--- config.mk ---
export PLATFORM = sky130hd
export DESIGN_NAME = pipe_regs_fde
export DESIGN_NICKNAME = d
export VERILOG_FILES = /design/src/rtl/pipe_regs_fde.sv
export SDC_FILE = /design/constraint.sdc
export NUM_CORES = 1
export LEC_CHECK = 0
export BUFFER_PORTS_ARGS = -buffer_cell sky130_fd_sc_hd__buf_2
export CORE_AREA = 2 2 353 355
export DETAILED_ROUTE_END_ITERATION = 8
export DIE_AREA = 0 0 355 357
export SLEW_MARGIN = 20
export SYNTH_ARGS = -nofsm -noshare
export SYNTH_HDL_FRONTEND = slang
export SYNTH_SLANG_ARGS = --single-unit
export TNS_END_PERCENT = 10
--- constraint.sdc ---
create_clock -name clk -period 3.6 [get_ports clk]
set_clock_uncertainty 0.15 [all_clocks]
set_input_delay 0.36 -clock clk [delete_from_list [all_inputs] [get_ports clk]]
set_output_delay 0.36 -clock clk [all_outputs]
set_load 0.1 [all_outputs]
--- src/rtl/pipe_regs_fde.sv ---
// pipe_regs_fde
// F, D and E pipeline registers of the Y86-64 pipelined processor.
// Each register advances, holds or squashes on every rising edge under
// the stall/bubble controls from hazard logic. Two saturating counters
// record decode stalls and inserted execute bubbles for hazard profiling.
// Every output is driven straight from a flop.

module pipe_regs_fde #(
  parameter int W  = 64,
  parameter int CW = 16
) (
  input  logic          clk,
  input  logic          rst_n,

  // Hazard control
  input  logic          Fs,
  input  logic          Fb,
  input  logic          Ds,
  input  logic          Db,
  input  logic          Es,
  input  logic          Eb,

  // Fetch stage outputs
  input  logic [W-1:0]  f_predPC,
  input  logic [3:0]    f_stat,
  input  logic [3:0]    f_icode,
  input  logic [3:0]    f_ifun,
  input  logic [3:0]    f_rA,
  input  logic [3:0]    f_rB,
  input  logic [W-1:0]  f_valC,
  input  logic [W-1:0]  f_valP,

  // Decode stage outputs
  input  logic [3:0]    d_stat,
  input  logic [3:0]    d_icode,
  input  logic [3:0]    d_ifun,
  input  logic [3:0]    d_dstE,
  input  logic [3:0]    d_dstM,
  input  logic [3:0]    d_srcA,
  input  logic [3:0]    d_srcB,
  input  logic [W-1:0]  d_valC,
  input  logic [W-1:0]  d_valA,
  input  logic [W-1:0]  d_valB,

  // F register
  output logic [W-1:0]  F_predPC,

  // D register
  output logic [3:0]    D_stat,
  output logic [3:0]    D_icode,
  output logic [3:0]    D_ifun,
  output logic [3:0]    D_rA,
  output logic [3:0]    D_rB,
  output logic [W-1:0]  D_valC,
  output logic [W-1:0]  D_valP,

  // E register
  output logic [3:0]    E_stat,
  output logic [3:0]    E_icode,
  output logic [3:0]    E_ifun,
  output logic [3:0]    E_dstE,
  output logic [3:0]    E_dstM,
  output logic [3:0]    E_srcA,
  output logic [3:0]    E_srcB,
  output logic [W-1:0]  E_valC,
  output logic [W-1:0]  E_valA,
  output logic [W-1:0]  E_valB,

  // Hazard event counters
  output logic [CW-1:0] cnt_dstall,
  output logic [CW-1:0] cnt_ebubble
);

  // Y86-64 encodings used to build the NOP (bubble) register image
  localparam logic [3:0] STAT_AOK = 4'h1;
  localparam logic [3:0] I_NOP    = 4'h1;
  localparam logic [3:0] F_NONE   = 4'h0;
  localparam logic [3:0] R_NONE   = 4'hF;

  localparam logic [CW-1:0] CNT_MAX = '1;

  typedef struct packed {
    logic [3:0]   stat;
    logic [3:0]   icode;
    logic [3:0]   ifun;
    logic [3:0]   rA;
    logic [3:0]   rB;
    logic [W-1:0] valC;
    logic [W-1:0] valP;
  } d_reg_t;

  typedef struct packed {
    logic [3:0]   stat;
    logic [3:0]   icode;
    logic [3:0]   ifun;
    logic [3:0]   dstE;
    logic [3:0]   dstM;
    logic [3:0]   srcA;
    logic [3:0]   srcB;
    logic [W-1:0] valC;
    logic [W-1:0] valA;
    logic [W-1:0] valB;
  } e_reg_t;

  localparam d_reg_t D_NOP = '{
    stat:  STAT_AOK,
    icode: I_NOP,
    ifun:  F_NONE,
    rA:    R_NONE,
    rB:    R_NONE,
    valC:  '0,
    valP:  '0
  };

  localparam e_reg_t E_NOP = '{
    stat:  STAT_AOK,
    icode: I_NOP,
    ifun:  F_NONE,
    dstE:  R_NONE,
    dstM:  R_NONE,
    srcA:  R_NONE,
    srcB:  R_NONE,
    valC:  '0,
    valA:  '0,
    valB:  '0
  };

  logic [W-1:0]  r_f_predpc;
  d_reg_t        r_d;
  e_reg_t        r_e;
  logic [CW-1:0] r_cnt_dstall;
  logic [CW-1:0] r_cnt_ebubble;

  d_reg_t        w_d_next;
  e_reg_t        w_e_next;
  logic          w_f_hold;
  logic          w_dstall_evt;
  logic          w_ebubble_evt;

  // F has no bubble form, so a fetch bubble simply freezes the PC.
  assign w_f_hold = Fs | Fb;

  // Count a decode stall on every stall edge; count an execute bubble only
  // when it is really inserted (a simultaneous stall wins and holds E).
  assign w_dstall_evt  = Ds;
  assign w_ebubble_evt = Eb & ~Es;

  // Pack fetch outputs into the D register image
  assign w_d_next = '{
    stat:  f_stat,
    icode: f_icode,
    ifun:  f_ifun,
    rA:    f_rA,
    rB:    f_rB,
    valC:  f_valC,
    valP:  f_valP
  };

  // Pack decode outputs into the E register image
  assign w_e_next = '{
    stat:  d_stat,
    icode: d_icode,
    ifun:  d_ifun,
    dstE:  d_dstE,
    dstM:  d_dstM,
    srcA:  d_srcA,
    srcB:  d_srcB,
    valC:  d_valC,
    valA:  d_valA,
    valB:  d_valB
  };

  // F register: clear on reset, hold on stall or bubble, else take next PC
  // NOTE: state is updated with <= so every flop samples pre-edge values;
  // a blocking = here would let later blocks see this edge's new value.
  always_ff @(posedge clk) begin
    if (!rst_n) begin
      r_f_predpc <= '0;
    end else if (!w_f_hold) begin
      r_f_predpc <= f_predPC;
    end
  end

  // D register: reset to NOP, then stall > bubble > normal load
  // NOTE: stall is tested before bubble, so the illegal Ds&Db case holds.
  always_ff @(posedge clk) begin
    if (!rst_n) begin
      r_d <= D_NOP;
    end else if (Ds) begin
      r_d <= r_d;
    end else if (Db) begin
      r_d <= D_NOP;
    end else begin
      r_d <= w_d_next;
    end
  end

  // E register: reset to NOP, then stall > bubble > normal load
  always_ff @(posedge clk) begin
    if (!rst_n) begin
      r_e <= E_NOP;
    end else if (Es) begin
      r_e <= r_e;
    end else if (Eb) begin
      r_e <= E_NOP;
    end else begin
      r_e <= w_e_next;
    end
  end

  // Decode-stall counter: saturating, cleared only by reset
  always_ff @(posedge clk) begin
    if (!rst_n) begin
      r_cnt_dstall <= '0;
    end else if (w_dstall_evt && (r_cnt_dstall != CNT_MAX)) begin
      r_cnt_dstall <= r_cnt_dstall + 1'b1;
    end
  end

  // Execute-bubble counter: saturating, cleared only by reset
  always_ff @(posedge clk) begin
    if (!rst_n) begin
      r_cnt_ebubble <= '0;
    end else if (w_ebubble_evt && (r_cnt_ebubble != CNT_MAX)) begin
      r_cnt_ebubble <= r_cnt_ebubble + 1'b1;
    end
  end

  // Register outputs
  assign F_predPC   = r_f_predpc;

  assign D_stat     = r_d.stat;
  assign D_icode    = r_d.icode;
  assign D_ifun     = r_d.ifun;
  assign D_rA       = r_d.rA;
  assign D_rB       = r_d.rB;
  assign D_valC     = r_d.valC;
  assign D_valP     = r_d.valP;

  assign E_stat     = r_e.stat;
  assign E_icode    = r_e.icode;
  assign E_ifun     = r_e.ifun;
  assign E_dstE     = r_e.dstE;
  assign E_dstM     = r_e.dstM;
  assign E_srcA     = r_e.srcA;
  assign E_srcB     = r_e.srcB;
  assign E_valC     = r_e.valC;
  assign E_valA     = r_e.valA;
  assign E_valB     = r_e.valB;

  assign cnt_dstall  = r_cnt_dstall;
  assign cnt_ebubble = r_cnt_ebubble;

endmodule

---- Word-level counts from Yosys, hierarchy flattened ----
Index checks and enable logic that the tools add are counted.
word-level totals
  register bits after elaboration ......... 464
  input bits .............................. 440
  output and inout port bits .............. 464
  word-level logic and storage cells ...... 31
cells by class
  $add $sub $neg .......................... 2
  equality and inequality tests ........... 2
  multiplexer cells ....................... 2
  bitwise logic cells ..................... 3
  reductions and logical operators ........ 2
operators with widths
  cell                                                              number
  220-bit two-way mux                                               1
  148-bit two-way mux                                               1
  16-bit by 1-bit adder with 16-bit output (second input constant)  2
  16-bit inequality test (second input constant)                    2
  1-bit logical AND                                                 2
  1-bit bitwise AND                                                 1
  1-bit NOT                                                         1
  1-bit bitwise OR                                                  1

---- Longest topological paths before layout ----
  word-level depth ........................ 3
  gate-level depth with buffers ........... 6
  gate-level depth less buffers ........... 5

---- Least setup slack after synthesis ----
OpenSTA, ideal clock, no wires.
  path type ............................... register -> register
  start point ............................. register r_cnt_ebubble[0], in the netlist cnt_ebubble[0]
  end point ............................... register r_cnt_ebubble[8], in the netlist cnt_ebubble[8]
  setup time .............................. 0.070 ns
  data arrival time ....................... 2.219 ns
  required time ........................... 3.380 ns
  slack ................................... 1.161 ns
  stages on the path, launching flop included .. 6
  path buffers ............................ 0
  period minus slack after synthesis ...... 2.439 ns
  path through ............................ dfxtp_1 ha_1 and3b_1 nand2_1 or4_1 a21oi_1
between the ends
  cells in the longest elaborated chain, start to end .. 2
  elaborated cells between the ends (all ways) .. 3
  those cells by class .................... 1 x add/sub; 1 x eq/ne; 1 x reduce/logical
ends and longest elaborated chain
  item                                                                                              line  RTL
  start, declared                                                                                   132   logic [CW-1:0] r_cnt_ebubble;
  start signal, assigned                                                                            225   r_cnt_ebubble <= r_cnt_ebubble + 1'b1;
  parallel branches: the longest is 2 deep, another holds 16-bit by 1-bit adder with 16-bit output  --
Parallel ways; which one is timed is not known.
A chain may end at the register's enable or synchronous reset.

==> run metrics <==
status=finished, final reports clean; Worst Tran Pin Value=993 ps; TritonCTS clock tree=yes; setup bufs post-CTS=0; DPL Wire Length=~70000 um; Ports=904; critical path type=input port to flop; flop-to-flop setup slack=1700 ps; Critical Path End Type=flop; Initial Util=12.9%; launching point of the worst reg2reg path=cnt_dstall[13]; wl on met1=35100 um; crit path capture=D_valP[2]; CTS max path bufs=3; met3 WL post-DR=14300 um; P_leak=12.8 nW; number of global-route vias before repair=18049; Post-synth ARST share=0%; Layout area overhead=81.3%; gr ovfl total=0; Compound-Gate Fraction of Synth Area=21.1%; Max FO, Critical Path=20; Worst EP arrival=2900 ps; DR WL/cell=19.9 um; worst reg-to-reg path cell count=4; DIE AREA=127000 um^2; Hold Vio Cnt, Final=0; # fillers=13218; xor/xnor share of the synthesized area=0.0551%; FF+latch count, synth=464; drt pass-1 iters=8; setup TNS=0 ps; Worst Setup Start Kind=input port; Final Max Slew Viols=0; Synthesized Nets=about 2200; metal2 WL=41600 um; Hold Crit Depth=4; Seq/Total Area, Yosys=58.4%; Top Layer Used=met5; IO buf count=903; Tcrit/Tclk final=69.3%; Die Width=roughly 360 um; largest family of logic cells by synthesized area=compound AO/OA/AOI/OAI gates; Synth area leader=dfxtp_1; share of cells above drive strength 1=34.4%; Layout Nets=3452; Tot Pwr=14.6 mW; core area=123000 um^2; synth top area cells=dfxtp_1 58%, a22oi_1 16%, nor2_1 8.3%, nand2_1 4.3%, clkbuf_1 2.5%; clk_lat worst skew=620 ps; CTS clk-pin slew, worst paths=60 ps; crit path from=Ds; Simple-Gate Fraction of Synth Area=approximately 16%; Vias/cell=between 3 and 4; Yosys top cell area share=just under 60%; Final setup viols=0; warnings from Yosys=0; clk sinks=464; DR iter-0 viols=around 1700; Pwr Density=between 500 and 600 nW/um^2; synthesized cell area=15900 um^2; CTS Root Cell=clkbuf_16; Die Y=around 360 um; Post-Synthesis Cells=1712; unrepaired setup endpoints after global routing=false; first-pass GRT wire length=127000 um; # H-tree levels=2; HP Class=input port to flop; final worst slack=between 1000 and 1500 ps; maximum achievable frequency=401 MHz; CTS buffer count=56; # Max-Cap Violations=0; pin count of the biggest net entering global routing=around 140; ANT nets after route=0; top_reg_cell synth=dfxtp_1; top-count cell post-synth=dfxtp_1; Slew headroom=about 34%; Req. time, crit path=approximately 4000 ps; Worst VDD drop=0.329 mV; Yosys cell types=53; mux cell area share after synthesis=less than 1%; Adder-Cell Fraction of Synth Area=0.157%; setup slack after placement=1500 ps; Via Count=18704; DRC Markers=0; total track usage=between 10% and 20%; Mapped Avg Cell Area=9.29 um^2; gpl congestion=0.893; Row Count=129; Post-synth EDFFs=0; end of the worst register-to-register path=cnt_dstall[1]; Routed WL=93800 um; Final min period=2500 ps; most instantiated cells after synthesis=464 x dfxtp_1, 353 x nor2_1, 338 x a22oi_1; initial antenna violation count=34
[per-stage QoR]
stage / util (%) / instance area [um^2] / hold slack [ps] / std cells
floorplan: - / 15900 / 346 / 1712
global placement: 18.1 / 22300 / 289 / 4136
detailed placement: 18.1 / 22300 / 294 / 4137
CTS: 23.4 / 28800 / 15.2 / 4690
global route: 23.4 / 28800 / 51.2 / 4702
finish: 23.5 / 28800 / 72.7 / 4710
[power by group]
part           internal [mW]  switching [mW]  total (mW)  leakage [nW]
Sequential              5.33           0.114        5.44          3.79
Combinational          0.819            2.20        3.02          8.01
Clock                   3.62            2.49        6.11         0.975
Total                   9.77            4.80        14.6          12.8
[critical path, cell delays in order]
cell and delay, ps:
dlygate4sd3_1 560, buf_6 180, nor2_4 570, buf_4 400, a22oi_1 110, dlygate4sd3_1 570, nor2_1 80
[state kept, by name (all words and copies together), names as in the netlist, 16 cells and up]
register and flops:
D_valC 64, D_valP 64, E_valA 64, E_valB 64, E_valC 64, F_predPC 64, cnt_dstall 16, cnt_ebubble 16
[cells in the final DEF (no fill, tap or decap), types with 3 or more instances in the layout]
cell type        n
a211oi_1         5
clkinv_2        10
dfxtp_1        464
a31oi_1          3
and3_1           3
or2_2            3
diode_2         20
inv_8            3
o21ai_0          7
dlygate4sd3_1  452
nand2b_1         8
buf_4           22
nand3_1          8
nor3_1           4
a22oi_1        338
and4_1           4
clkbuf_8        13
clkbuf_1         4
bufinv_16        6
nand4_1          7
or4_1            7
nor2_1         350
inv_1            6
o22ai_1         28
clkinv_4         3
nor2_4           3
nand2_1        182
mux2i_1         11
buf_12          10
inv_6            3
clkbuf_16       58
buf_2          901
a21oi_1         80
o31ai_1          7
[cell type report]
cell class              instances  area (um^2)  share of cell area, %
diodes                         20         50.0                  0.174
repair buffers               1388         9440                   32.7
clock buffers                  74         1630                   5.66
multi-input cells            1092         6010                   20.9
well taps                    1637         2050                   7.10
flip-flops and latches        464         9290                   32.2
inverters                       8         37.5                  0.130
clock inverters                27          337                   1.17
[worst min-delay path by stage]
stage,endpoint,startpoint
2_1_floorplan,F_predPC[0],f_predPC[0]
3_3_place_gp,F_predPC[37],F_predPC[37]
3_5_place_dp,F_predPC[57],F_predPC[57]
4_1_cts,F_predPC[20],Fb
5_1_grt,E_valC[44],Es
6_report,F_predPC[20],Fb
[cell families (layout without fill, tap and decap cells)]
logic type / Yosys count / after routing
multiplexers: 11 / 11
AND/OR/NAND/NOR: 599 / 599
AO/OA/AOI/OAI: 479 / 479
flip-flops: 464 / 464
buffers and inverters: 156 / 1497
adder cells (fa/ha/maj): 2 / 2
other: 0 / 20
XOR/XNOR: 1 / 1
[per-layer routing]
layer  vias to the layer above  GRT usage, %
li1                       8663             -
met1                      8871          15.6
met2                       979          21.1
met3                       181          8.44
met4                        10          4.31
met5                         -             0
[what timing repair did]
item | 4_1_cts | 5_1_grt
hold buffers | 452 | 0
resized for setup | 0 | 0
endpoints found under the hold margin | 432 | 0
(Power assumes the default switching activity.)
